===== config.mk =====
export PLATFORM = sky130hd
export DESIGN_NAME = sram_stream_ctrl_flat
export DESIGN_NICKNAME = d
export VERILOG_FILES = /design/src/rtl/sram_stream_ctrl_pkg.sv /design/src/rtl/sram_stream_ctrl_if.sv /design/src/rtl/sram_rd_fifo.sv /design/src/rtl/sram_stream_ctrl.sv /design/src/flat_wrapper.sv
export SDC_FILE = /design/constraint.sdc
export NUM_CORES = 1
export LEC_CHECK = 0
export BUFFER_PORTS_ARGS = -buffer_cell sky130_fd_sc_hd__buf_2
export CAP_MARGIN = 10
export CORE_AREA = 2 2 403 405
export DETAILED_ROUTE_END_ITERATION = 6
export DIE_AREA = 0 0 405 407
export GPL_ROUTABILITY_DRIVEN = 0
export MAX_ROUTING_LAYER = met4
export PLACE_DENSITY_LB_ADDON = 0.1
export SYNTH_ARGS = -nofsm -noshare
export SYNTH_HDL_FRONTEND = slang
export SYNTH_SLANG_ARGS = --single-unit

===== constraint.sdc =====
create_clock -name clk -period 11.1 [get_ports clk]
set_clock_uncertainty 0.15 [all_clocks]
set_input_delay 2.22 -clock clk [delete_from_list [all_inputs] [get_ports clk]]
set_output_delay 2.22 -clock clk [all_outputs]
set_load 0.01 [all_outputs]

===== src/rtl/sram_stream_ctrl_pkg.sv =====
// Shared constants and state encoding for the SRAM stream controller.
// Holds WORD_WIDTH/ADDR_WIDTH defaults and the FSM state type.
package sram_stream_ctrl_pkg;

    localparam int WORD_WIDTH_DEF = 256;
    localparam int ADDR_WIDTH_DEF = 10;

    typedef enum logic [1:0] {
        ST_IDLE  = 2'd0,
        ST_WRITE = 2'd1,
        ST_READ  = 2'd2
    } state_e;

endpackage


===== src/rtl/sram_stream_ctrl_if.sv =====
// Write/read stream bundle between a producer/consumer and the controller.
// slave: controller side; master: producer/consumer side.
interface sram_stream_ctrl_if
    import sram_stream_ctrl_pkg::*;
#(
    parameter int WORD_WIDTH = WORD_WIDTH_DEF
) ();

    logic                  wr_valid;
    logic                  wr_ready;
    logic [WORD_WIDTH-1:0] wr_data;
    logic                  wr_last;
    logic                  rd_start;
    logic                  rd_valid;
    logic                  rd_ready;
    logic [WORD_WIDTH-1:0] rd_data;
    logic                  rd_last;
    logic                  busy;

    modport slave (
        input  wr_valid, wr_data, wr_last, rd_start, rd_ready,
        output wr_ready, rd_valid, rd_data, rd_last, busy
    );

    modport master (
        output wr_valid, wr_data, wr_last, rd_start, rd_ready,
        input  wr_ready, rd_valid, rd_data, rd_last, busy
    );

endinterface


===== src/rtl/sram_rd_fifo.sv =====
// Two-entry output FIFO for SRAM read data.
// Ports: push/data_in in, pop in, data_out head, count/full/empty status.
module sram_rd_fifo #(
    parameter int WIDTH = 256
) (
    input  logic             clk,
    input  logic             rst_n,
    input  logic             push,
    input  logic             pop,
    input  logic [WIDTH-1:0] data_in,
    output logic [WIDTH-1:0] data_out,
    output logic [1:0]       count,
    output logic             full,
    output logic             empty
);

    logic [WIDTH-1:0] mem_q [2];
    logic             wr_idx_q, wr_idx_d;
    logic             rd_idx_q, rd_idx_d;
    logic [1:0]       count_q, count_d;
    logic             do_push, do_pop;

    assign full     = (count_q == 2'd2);
    assign empty    = (count_q == 2'd0);
    assign count    = count_q;
    assign data_out = mem_q[rd_idx_q];

    always_comb begin
        do_push  = push & ~full;
        do_pop   = pop & ~empty;
        wr_idx_d = wr_idx_q ^ do_push;
        rd_idx_d = rd_idx_q ^ do_pop;
        count_d  = count_q + {1'b0, do_push} - {1'b0, do_pop};
    end

    always_ff @(posedge clk or negedge rst_n) begin
        if (!rst_n) begin
            wr_idx_q <= 1'b0;
            rd_idx_q <= 1'b0;
            count_q  <= 2'd0;
        end else begin
            wr_idx_q <= wr_idx_d;
            rd_idx_q <= rd_idx_d;
            count_q  <= count_d;
        end
    end

    always_ff @(posedge clk) begin
        if (do_push) mem_q[wr_idx_q] <= data_in;
    end

endmodule


===== src/rtl/sram_stream_ctrl.sv =====
// Captures a write burst into single-port SRAM and replays it as a stream.
// Ports: clk, rst_n, stream bundle s (slave), sram_cen/wen/addr/d out, sram_q in.
module sram_stream_ctrl
    import sram_stream_ctrl_pkg::*;
#(
    parameter int WORD_WIDTH = WORD_WIDTH_DEF,
    parameter int ADDR_WIDTH = ADDR_WIDTH_DEF
) (
    input  logic                  clk,
    input  logic                  rst_n,
    sram_stream_ctrl_if.slave     s,
    output logic                  sram_cen,
    output logic                  sram_wen,
    output logic [ADDR_WIDTH-1:0] sram_addr,
    output logic [WORD_WIDTH-1:0] sram_d,
    input  logic [WORD_WIDTH-1:0] sram_q
);

    state_e                state_q, state_d;
    logic [ADDR_WIDTH-1:0] wr_ptr_q, wr_ptr_d;
    logic [ADDR_WIDTH:0]   rd_ptr_q, rd_ptr_d;
    logic [ADDR_WIDTH:0]   len_q, len_d;
    logic [ADDR_WIDTH:0]   pop_cnt_q, pop_cnt_d;
    logic                  inflight_q, inflight_d;

    logic [ADDR_WIDTH-1:0] wr_addr;
    logic                  start_rd, wr_ready, wr_hs, wr_end;
    logic                  pop, rd_last, room, issue;
    logic [1:0]            f_count;
    logic                  f_full, f_empty;

    sram_rd_fifo #(.WIDTH(WORD_WIDTH)) u_fifo (
        .clk      (clk),
        .rst_n    (rst_n),
        .push     (inflight_q),
        .pop      (pop),
        .data_in  (sram_q),
        .data_out (s.rd_data),
        .count    (f_count),
        .full     (f_full),
        .empty    (f_empty)
    );

    // A burst started from IDLE always begins at address 0.
    assign wr_addr  = (state_q == ST_IDLE) ? '0 : wr_ptr_q;
    assign start_rd = (state_q == ST_IDLE) && s.rd_start && (len_q != '0);
    assign wr_ready = rst_n && !start_rd &&
                      ((state_q == ST_IDLE) || (state_q == ST_WRITE));
    assign wr_hs    = s.wr_valid & wr_ready;
    assign wr_end   = s.wr_last | (wr_addr == '1);

    assign pop      = ~f_empty & s.rd_ready;
    assign rd_last  = ~f_empty && (pop_cnt_q == len_q - 1'b1);

    // Keep fifo entries plus the read in flight within two slots.
    assign room     = pop ? !(f_full && inflight_q)
                          : (({1'b0, f_count} + {2'b0, inflight_q}) < 3'd2);
    assign issue    = (state_q == ST_READ) && (rd_ptr_q < len_q) && room;

    assign s.wr_ready = wr_ready;
    assign s.rd_valid = ~f_empty;
    assign s.rd_last  = rd_last;
    assign s.busy     = (state_q != ST_IDLE);

    always_comb begin
        state_d    = state_q;
        wr_ptr_d   = wr_ptr_q;
        rd_ptr_d   = rd_ptr_q;
        len_d      = len_q;
        pop_cnt_d  = pop_cnt_q;
        inflight_d = issue;
        unique case (state_q)
            ST_IDLE, ST_WRITE: begin
                if (start_rd) begin
                    state_d   = ST_READ;
                    rd_ptr_d  = '0;
                    pop_cnt_d = '0;
                end else if (wr_hs) begin
                    if (wr_end) begin
                        len_d    = {1'b0, wr_addr} + 1'b1;
                        wr_ptr_d = '0;
                        state_d  = ST_IDLE;
                    end else begin
                        len_d    = '0;
                        wr_ptr_d = wr_addr + 1'b1;
                        state_d  = ST_WRITE;
                    end
                end
            end
            ST_READ: begin
                if (issue) rd_ptr_d = rd_ptr_q + 1'b1;
                if (pop) begin
                    pop_cnt_d = pop_cnt_q + 1'b1;
                    if (rd_last) state_d = ST_IDLE;
                end
            end
            default: state_d = ST_IDLE;
        endcase
    end

    always_comb begin
        sram_cen  = 1'b1;
        sram_wen  = 1'b1;
        sram_addr = '0;
        sram_d    = '0;
        if (wr_hs) begin
            sram_cen  = 1'b0;
            sram_wen  = 1'b0;
            sram_addr = wr_addr;
            sram_d    = s.wr_data;
        end else if (issue) begin
            sram_cen  = 1'b0;
            sram_addr = rd_ptr_q[ADDR_WIDTH-1:0];
        end
    end

    always_ff @(posedge clk or negedge rst_n) begin
        if (!rst_n) begin
            state_q    <= ST_IDLE;
            wr_ptr_q   <= '0;
            rd_ptr_q   <= '0;
            len_q      <= '0;
            pop_cnt_q  <= '0;
            inflight_q <= 1'b0;
        end else begin
            state_q    <= state_d;
            wr_ptr_q   <= wr_ptr_d;
            rd_ptr_q   <= rd_ptr_d;
            len_q      <= len_d;
            pop_cnt_q  <= pop_cnt_d;
            inflight_q <= inflight_d;
        end
    end

endmodule


===== src/flat_wrapper.sv =====
// flat-port wrapper written by rule: the top's interface ports become plain ports
module sram_stream_ctrl_flat import sram_stream_ctrl_pkg::*;
#(
    parameter int WORD_WIDTH = WORD_WIDTH_DEF,
    parameter int ADDR_WIDTH = ADDR_WIDTH_DEF
)
  (clk, rst_n, sram_cen, sram_wen, sram_addr, sram_d, sram_q, s_wr_valid, s_wr_data, s_wr_last, s_rd_start, s_rd_ready, s_wr_ready, s_rd_valid, s_rd_data, s_rd_last, s_busy);
  sram_stream_ctrl_if #(.WORD_WIDTH(WORD_WIDTH)) s_i ();
  input  logic clk;
  input  logic rst_n;
  output logic sram_cen;
  output logic sram_wen;
  output logic [ADDR_WIDTH-1:0] sram_addr;
  output logic [WORD_WIDTH-1:0] sram_d;
  input  logic [WORD_WIDTH-1:0] sram_q;
  input wire logic [$bits(s_i.wr_valid)-1:0] s_wr_valid;
  input wire logic [$bits(s_i.wr_data)-1:0] s_wr_data;
  input wire logic [$bits(s_i.wr_last)-1:0] s_wr_last;
  input wire logic [$bits(s_i.rd_start)-1:0] s_rd_start;
  input wire logic [$bits(s_i.rd_ready)-1:0] s_rd_ready;
  output wire logic [$bits(s_i.wr_ready)-1:0] s_wr_ready;
  output wire logic [$bits(s_i.rd_valid)-1:0] s_rd_valid;
  output wire logic [$bits(s_i.rd_data)-1:0] s_rd_data;
  output wire logic [$bits(s_i.rd_last)-1:0] s_rd_last;
  output wire logic [$bits(s_i.busy)-1:0] s_busy;
  assign s_i.wr_valid = s_wr_valid;
  assign s_i.wr_data = s_wr_data;
  assign s_i.wr_last = s_wr_last;
  assign s_i.rd_start = s_rd_start;
  assign s_i.rd_ready = s_rd_ready;
  assign s_wr_ready = s_i.wr_ready;
  assign s_rd_valid = s_i.rd_valid;
  assign s_rd_data = s_i.rd_data;
  assign s_rd_last = s_i.rd_last;
  assign s_busy = s_i.busy;
  sram_stream_ctrl #(.WORD_WIDTH(WORD_WIDTH), .ADDR_WIDTH(ADDR_WIDTH)) u_core (.clk(clk), .rst_n(rst_n), .s(s_i), .sram_cen(sram_cen), .sram_wen(sram_wen), .sram_addr(sram_addr), .sram_d(sram_d), .sram_q(sram_q));
endmodule

==> results of run 1 <==
## synth_stat cells, types with 3 or more instances
library cell	number
buf_6	3
and3_1	8
buf_2	16
mux2i_1	8
ha_1	19
a21o_1	5
and2_1	260
nor2_1	21
mux2_2	256
o21ai_0	22
xor2_1	11
nor3_1	8
o211ai_1	4
or3_1	4
nand4_1	12
nand3_1	19
and4_1	3
o31ai_1	5
clkbuf_1	53
inv_1	26
edfxtp_1	512
a21oi_1	11
nand2b_1	5
xnor2_1	22
nand2_1	38
dfrtp_1	50
a22o_1	12
o311ai_0	4
## how the worst max path moves through the flow
stage	end	startpoint	slack, ns
finish	sram_d[205]	rst_n	3.94
floorplan	u_core.u_fifo.mem_q[0][0]	u_core.u_fifo.count[1]	3.75
CTS	sram_d[205]	rst_n	3.17
global placement	sram_d[205]	rst_n	3.28
detailed placement	sram_d[205]	rst_n	3.17
global route	sram_d[205]	rst_n	3.76
## tightest hold or removal path, stage by stage, from the launching register on
cell and delay (ns):
dfrtp_1 0.36, nand2_1 0.06, o31ai_1 0.06
## power by group
group          leakage, nW  switching, mW  internal [mW]  total, mW
sequential            5.36          0.236           3.09       3.32
clock                 1.08          0.977           1.28       2.25
combinational         7.28           1.86           1.15       3.02
## logic make-up (layout without fill, tap and decap cells)
family,after synthesis,after routing
other cells,0,146
mux,264,264
simple gates,394,394
xor+xnor,33,33
flops,562,562
buf+inv,101,1216
fa+ha+maj,19,19
compound gates,86,86
## through the flow
stage          cell area (um^2)  hold WS, ns   util
2_1_floorplan             23500        0.312      -
3_3_place_gp              31300        0.340  0.195
4_1_cts                   33500        0.360  0.209
6_report                  33900        0.368  0.212
5_1_grt                   33900        0.396  0.212
3_5_place_dp              31300        0.345  0.195
## flip-flops by register name, summed over array words and instances, names as in the netlist
register	flops
u_core.inflight_q	1
u_core.u_fifo.rd_idx_q	1
u_core.len_q	11
u_core.u_fifo.count	2
u_core.rd_ptr_q	11
u_core.state_q	2
u_core.u_fifo.wr_idx_q	1
u_core.pop_cnt_q	11
u_core.wr_ptr_q	10
u_core.u_fifo.mem_q	512
## cell type report
type | count | area (um^2) | share of cell area
Sequential cell | 562 | 16600 | 0.490
Tap cell | 2160 | 2700 | 0.0796
Clock buffer | 100 | 1970 | 0.0580
Timing Repair Buffer | 1061 | 5400 | 0.159
Clock inverter | 28 | 293 | 0.00863
Inverter | 27 | 101 | 0.00299
Antenna cell | 146 | 365 | 0.0108
Multi-Input combinational cell | 796 | 6480 | 0.191
## layer usage
metal  up-vias  global-route usage  routed length [um]
met5         -                   -                   0
met4         0              0.0849                7030
met3       223               0.118               19300
met2      1002               0.237               60000
met1      8697               0.147               46100
li1       7744                   -                   -
## layout by cell type, fill, tap and decap left out, types with 5 or more instances in the layout
cell / count
nor3_1: 8
clkbuf_1: 24
nand2b_1: 5
edfxtp_1: 512
mux2i_1: 8
diode_2: 146
clkinv_2: 8
buf_4: 13
and3_1: 8
a22o_1: 12
a21oi_1: 11
buf_2: 1045
o21ai_0: 22
xor2_1: 11
nor2_1: 21
dfrtp_1: 49
o31ai_1: 5
a21o_1: 5
and2_1: 260
mux2_2: 256
xnor2_1: 22
inv_1: 26
ha_1: 17
nand4_1: 12
clkinv_16: 5
nand2_1: 38
nand3_1: 19
clkbuf_16: 74
clkinv_1: 11
==> results.md, run 1 <==
* Status: completed
* Drt initial violations at 1157
* # IOs at 1046
* Post-DP HPWL at 102000 um
* Delay of the slowest critical-path stage at 0.76 ns
* Prevailing post-synth register cell: edfxtp_1
* #FFs+latches synth at 562
* WL final at 132000 um
* Mapped Area at 23500 um^2
* Num Clock Sinks at 562
* Critical Path Start Type: primary input
* CP endpoint kind: output port
* Antenna violations before repair at 122
* Clock period minus worst slack at 7.16 ns
* Max-Cap Viols at 0
* Post-synth EDFFs at 512
* Area leader, netlist: edfxtp_1
* Die area at 165000 um^2
* Reg-to-Reg Start: u_core.len_q[5]
* FILL cells at 17.3k
* Netlist cell types at 61
* CTS HTree Levels at 3
* TNS Setup at 0 ns
* HP Start: u_core.wr_ptr_q[0]
* Clk Latency, worst-skew pair at 0.68 ns
* Crit-path cells: buf_2 -> nor2b_1 -> and3_4 -> buf_4 -> and2_1 -> buf_2
* NumNets Final at 3059
* Stages on worst setup path at 6
* Power Dens Cells at 253 nW/um^2
* Core ar. at 160000 um^2
* Largest net degree at the start of global routing at 146
* Total Power at 8.59 mW
* Largest family of logic cells by synthesized area: multiplexers
* Max Fclk at 140 MHz
* Via Count at 17.7k
* Pre-CTS setup slack at 3.17 ns
* Yosys Warn Count at 0
* WP data arrival at 4.79 ns
* Initial Utilization at 0.147
* CTS clk-pin slew, worst paths at 0.05 ns
* Remaining DRCs at 0
* Relative slew slack at 0.337
* Top-area cell type share of the netlist area at 0.654
* Layout cells sized above 1 at 0.553
* Unrepaired setup endpoints after global routing: false
* Global route total overflow at 0
* Mux cell area share after synthesis at 0.126
* Seq/Total Area, Yosys at 0.707
* R2R cell count at 8
* Remaining antenna violation count at 0
* Synth Area in Compound Gates at 0.0274
* Xor/xnor share of the synthesized area at 0.0123
* Vias in the first global route at 18.0k
* Critical path class: in -> out
* Asr flop ratio synth at 0.0890
* Gr usage total at 0.159
* Vert. Die Dim at 407 um
* Hold_buf cts at 0
* Cell count after synthesis at 1459
* CTS tree: done
* Drt first pass iters at 5
* Worst Path Max Fanout at 138
* Top delay family on crit path: buffers and inverters
* Area contributors post-synth: edfxtp_1 65%, mux2_2 12%, and2_1 6.9%, dfrtp_1 5.3%, ha_1 1.0%
* Cell Rows at 147
* Clock Tree Buf Depth at 3
* Hold Vio Cnt, Final at 0
* Avg Vias per Cell at 3.62
* Post-CTS resize count at 0
* WHS Endpoint: u_core.wr_ptr_q[0]
* Hold crit path type: reg -> reg
* Slowest cell on crit path: buf_4
* Avg WL per Cell at 27.1 um
* Die span in x at 405 um
* Final instance count without filler cells at 4880
* CTS root buffer: clkbuf_16
* Final Setup Violations at 0
* Worst path most repeated cell: buf_2
* Synth Area in Adders at 0.0101
* Simple-Gate Fraction of Synth Area at 0.0987
* Leak pwr at 13.7 nW
* Average size of a mapped cell at 16.1 um^2
* Global-route wire length before repair at 168000 um
* Worst reg2reg endpoint: u_core.len_q[0]
* CTS Buf Count at 74
* PortBufs at 1045
* Worst path required time at 8.73 ns
* Post-CTS Setup Bufs at 0
* Final worst setup slack at 3.94 ns
* CP bufs+invs at 3
* Tcrit/Tclk final at 0.645
* Final Max Slew Viols at 0
* VDD IR max at 123 uV
* Synth Net Count at 1996
* Reg2reg setup slack at 7.45 ns
* Placed Cells at 4605
* Area growth, synth to finish at 44.4%
* Hold Path Depth at 2
* Worst-margin pin slew at 0.994 ns
No activity file was read; power rests on OpenSTA's default activity.
==> inputs of run 2 (changes only) <==
Settings changed: ABC_AREA from default to 1, CORE_AREA 2 2 403 405 to 2 2 407 409, DIE_AREA 0 0 405 407 to 0 0 409 411.
Clock period 11.1 ns to 6.3 ns, I/O delays scaled along.
==> run 2 against run 1 <==
Effect of this change:
- non-clock buffer count up 3
- register-to-register slack worse by 4.2 ns
- sequential power up 79%
- wire length down 13%
- design area up 3.1%
- worst setup slack worse by 2.6 ns
- synthesized area up 4.9%
- utilization up 0.18 points
- sequential share of layout area down 1.5 points
- the flow now finishes with violations (design-rule violations)
- clock power up 88%
==> results.md, run 2 <==
* Clk pwr share at 0.259 (-0.003)
* Clock period minus worst slack at 4.98 ns
* Post-DP HPWL at 88000 um (-13%)
* Pre-CTS setup slack at 1.73 ns (-1.45 ns)
* Max Fclk at 201 MHz
* Seq/Total Area, Yosys at 0.674 (-0.0331)
* Unrepaired setup endpoints after global routing: false
* WP data arrival at 3.57 ns (-1.22 ns)
* Crit-path cells: inv_1 -> ha_1 -> inv_1 -> nor2_1 -> nand2_1 -> o21ai_4 -> nand2_2 -> nor2_2 -> nand2_4 -> buf_12 -> buf_12 -> nor2_1 -> buf_2
* #FFs+latches synth at 562 (unchanged)
* Netlist cell types at 30 (-51%)
* Leak pwr at 16.6 nW (+21%)
* Most frequent cells in the layout: 1045 x buf_2, 903 x nand2_1, 512 x edfxtp_1
* Yosys Warn Count at 0 (unchanged)
* Most common cell after layout, fill and taps aside: buf_2
* Via Count at 19.7k (+12%)
* PortBufs at 1045 (unchanged)
* Remaining antenna violation count at 0 (unchanged)
* Area leader, netlist: edfxtp_1
* Final Max Slew Viols at 0 (unchanged)
* Failing checks: design-rule violations
* Cell Rows at 149 (+1.4%)
* Critical path class: reg -> out
* Relative slew slack at 0.267 (-0.0707)
* Sequential cell area at 16600 um^2 (unchanged)
* Combinational group share of total power at 0.377 (+0.026)
* Delay of the slowest critical-path stage at 0.40 ns (-0.36 ns)
* Core Util, Final at 0.214 (+0.00176)
* Hold_buf cts at 0 (unchanged)
* NumNets Final at 3960 (+29%)
* CTS clk-pin slew, worst paths at 0.05 ns (about the same)
* Drt initial violations at 815 (-30%)
* CTS Buf Count at 77 (+4.1%)
* Number of flip-flops in the largest register at 512 (unchanged)
* Post-CTS resize count at 0 (unchanged)
* WHS Endpoint: u_core.wr_ptr_q[2]
* Worst Path Max Fanout at 46 (-67%)
* Most common cell in the synthesized netlist: nand2_1
* Num Clock Sinks at 562 (unchanged)
* Final instance count without filler cells at 5732 (+17%)
* Remaining DRCs at 8 (+8)
* Vert. Die Dim at 411 um (+0.98%)
* Final worst setup slack at 1.32 ns (-2.62 ns)
* Hold crit path type: reg -> reg
* Global route total overflow at 0 (unchanged)
* CTS root buffer: clkbuf_16
* Final Setup Violations at 0 (unchanged)
* Placed Cells at 5533 (+20%)
* Stages on worst setup path at 13 (+7)
* R2R cell count at 12 (+4)
* Switching pwr at 6.54 mW (+110%)
* Largest net degree at the start of global routing at 137 (-6.2%)
* Die span in x at 409 um (+0.99%)
* Prevailing post-synth register cell: edfxtp_1
* Drt first pass iters at 7 (+2)
* Asr flop ratio synth at 0.0890 (unchanged)
* CTS tree: done
* Area contributors post-synth: edfxtp_1 62%, nand2_1 14%, nor2_2 5.2%, dfrtp_1 5.1%, inv_1 4.9%
* Gr usage total at 0.137 (-0.0220)
* Area growth, synth to finish at 41.9%
* Cell count after synthesis at 2375 (+63%)
* Status: finished with violations
* Hold Path Depth at 2 (unchanged)
* Antenna violations before repair at 91 (-25%)
* Top-area cell type share of the netlist area at 0.624 (-0.0306)
* Commonest cells in the netlist: 904 x nand2_1, 512 x edfxtp_1, 324 x inv_1
* Reg2reg setup slack at 3.22 ns (-4.23 ns)
* Avg Vias per Cell at 3.44 (-4.9%)
* Critical Path Start Type: flop
* Avg WL per Cell at 20.2 um (-26%)
* Max-Cap Viols at 0 (unchanged)
* Post-CTS Setup Bufs at 0 (unchanged)
* Slowest cell on crit path: dfrtp_1
* Worst reg2reg endpoint: u_core.len_q[0]
* Clk Latency, worst-skew pair at 0.66 ns (-0.02 ns)
* Average size of a mapped cell at 10.4 um^2 (-36%)
* Initial Utilization at 0.150 (+0.00375)
* Total Power at 16.3 mW (+90%)
* Flop pwr share at 0.363 (-0.024)
* Clock Tree Buf Depth at 3 (unchanged)
* HP Start: u_core.wr_ptr_q[2]
* Core ar. at 164000 um^2 (+2.3%)
* Largest Register: u_core.u_fifo.mem_q
* Layout cells sized above 1 at 0.398 (-0.155)
* Reg-to-Reg Start: u_core.len_q[0]
* # IOs at 1046 (unchanged)
* Net Sw Frac at 0.401 (+0.0428)
* Post-synth EDFFs at 512 (unchanged)
* Vias in the first global route at 20.1k (+11%)
* CP endpoint kind: output port
* WL final at 116000 um (-13%)
* Top delay family on crit path: simple AND/OR/NAND/NOR gates
* Area occupied by multi-input gates at 6260 um^2 (-3.3%)
* Global-route wire length before repair at 157000 um (-6.7%)
* FILL cells at 18.1k (+4.5%)
* VDD IR max at 313 uV (+160%)
* Worst-margin pin slew at 1.10 ns (+0.106 ns)
* Tcrit/Tclk final at 0.791
* Hold Vio Cnt, Final at 0 (unchanged)
* Synth Net Count at 2912 (+46%)
* Die area at 168000 um^2 (+2.0%)
* CP bufs+invs at 5 (+2)
* Internal at 9.78 mW (+77%)
* Power Dens Cells at 466 nW/um^2 (+84%)
* Mapped Area at 24700 um^2 (+4.9%)
* CTS HTree Levels at 3 (unchanged)
* Worst path required time at 4.89 ns (-3.84 ns)
run 2: metrics by stage:
step	TNS, ns	cell area [um^2]	hold slack [ns]
detailed placement	0	32400	0.316
floorplan	-501.84	24700	0.299
finish	0	35000	0.325
global route	0	35000	0.356
CTS	0	34900	0.331
global placement	0	32400	0.318
run 2: cell type report:
type / instances / area share
repair buffers: 1064 / 0.158
diodes: 59 / 0.00422
inverters: 333 / 0.0359
clock buffers: 103 / 0.0587
multi-input cells: 1385 / 0.179
clock inverters: 37 / 0.0110
well taps: 2189 / 0.0783
flip-flops and latches: 562 / 0.475
run 2: cell families after synthesis:
kind of cell | count (synthesis) | share of synthesized area
AO/OA/AOI/OAI | 60 | 0.0130
adder cells (fa/ha/maj) | 19 | 0.00964
flip-flops | 562 | 0.674
buffers and inverters | 428 | 0.0730
XOR/XNOR | 26 | 0.00923
AND/OR/NAND/NOR | 1280 | 0.221
run 2: how the worst max path moves through the flow:
stage / slack, ns / from / end
after floorplan: -0.98 / u_core.u_fifo.count[0] / u_core.u_fifo.mem_q[0][0]
after global placement: 1.79 / s_rd_start / sram_d[27]
after detailed placement: 1.73 / s_rd_start / sram_d[247]
after CTS: 1.21 / u_core.len_q[0] / sram_d[248]
after global routing: 1.07 / u_core.len_q[0] / sram_addr[0]
final: 1.32 / u_core.len_q[0] / sram_d[248]
run 2: routing by layer:
layer,track usage,share of wire
met5,-,0
met4,0.0448,0.033
met3,0.0700,0.12
met2,0.234,0.50
met1,0.133,0.36
run 2: tightest hold or removal path: cells and delay by family, from the launching register on:
kind / cells / cell delay (ns)
flops: 1 / 0.34
simple gates: 2 / 0.10
run 2: power groups by stage:
stage	Clock (mW)	Sequential, mW	Combinational, mW
2_1_floorplan	0	6.26	3.26
3_3_place_gp	0	6.01	6.53
3_5_place_dp	0	6.01	6.49
4_1_cts	4.44	5.94	6.52
5_1_grt	4.58	6.05	6.97
6_report	4.23	5.93	6.15
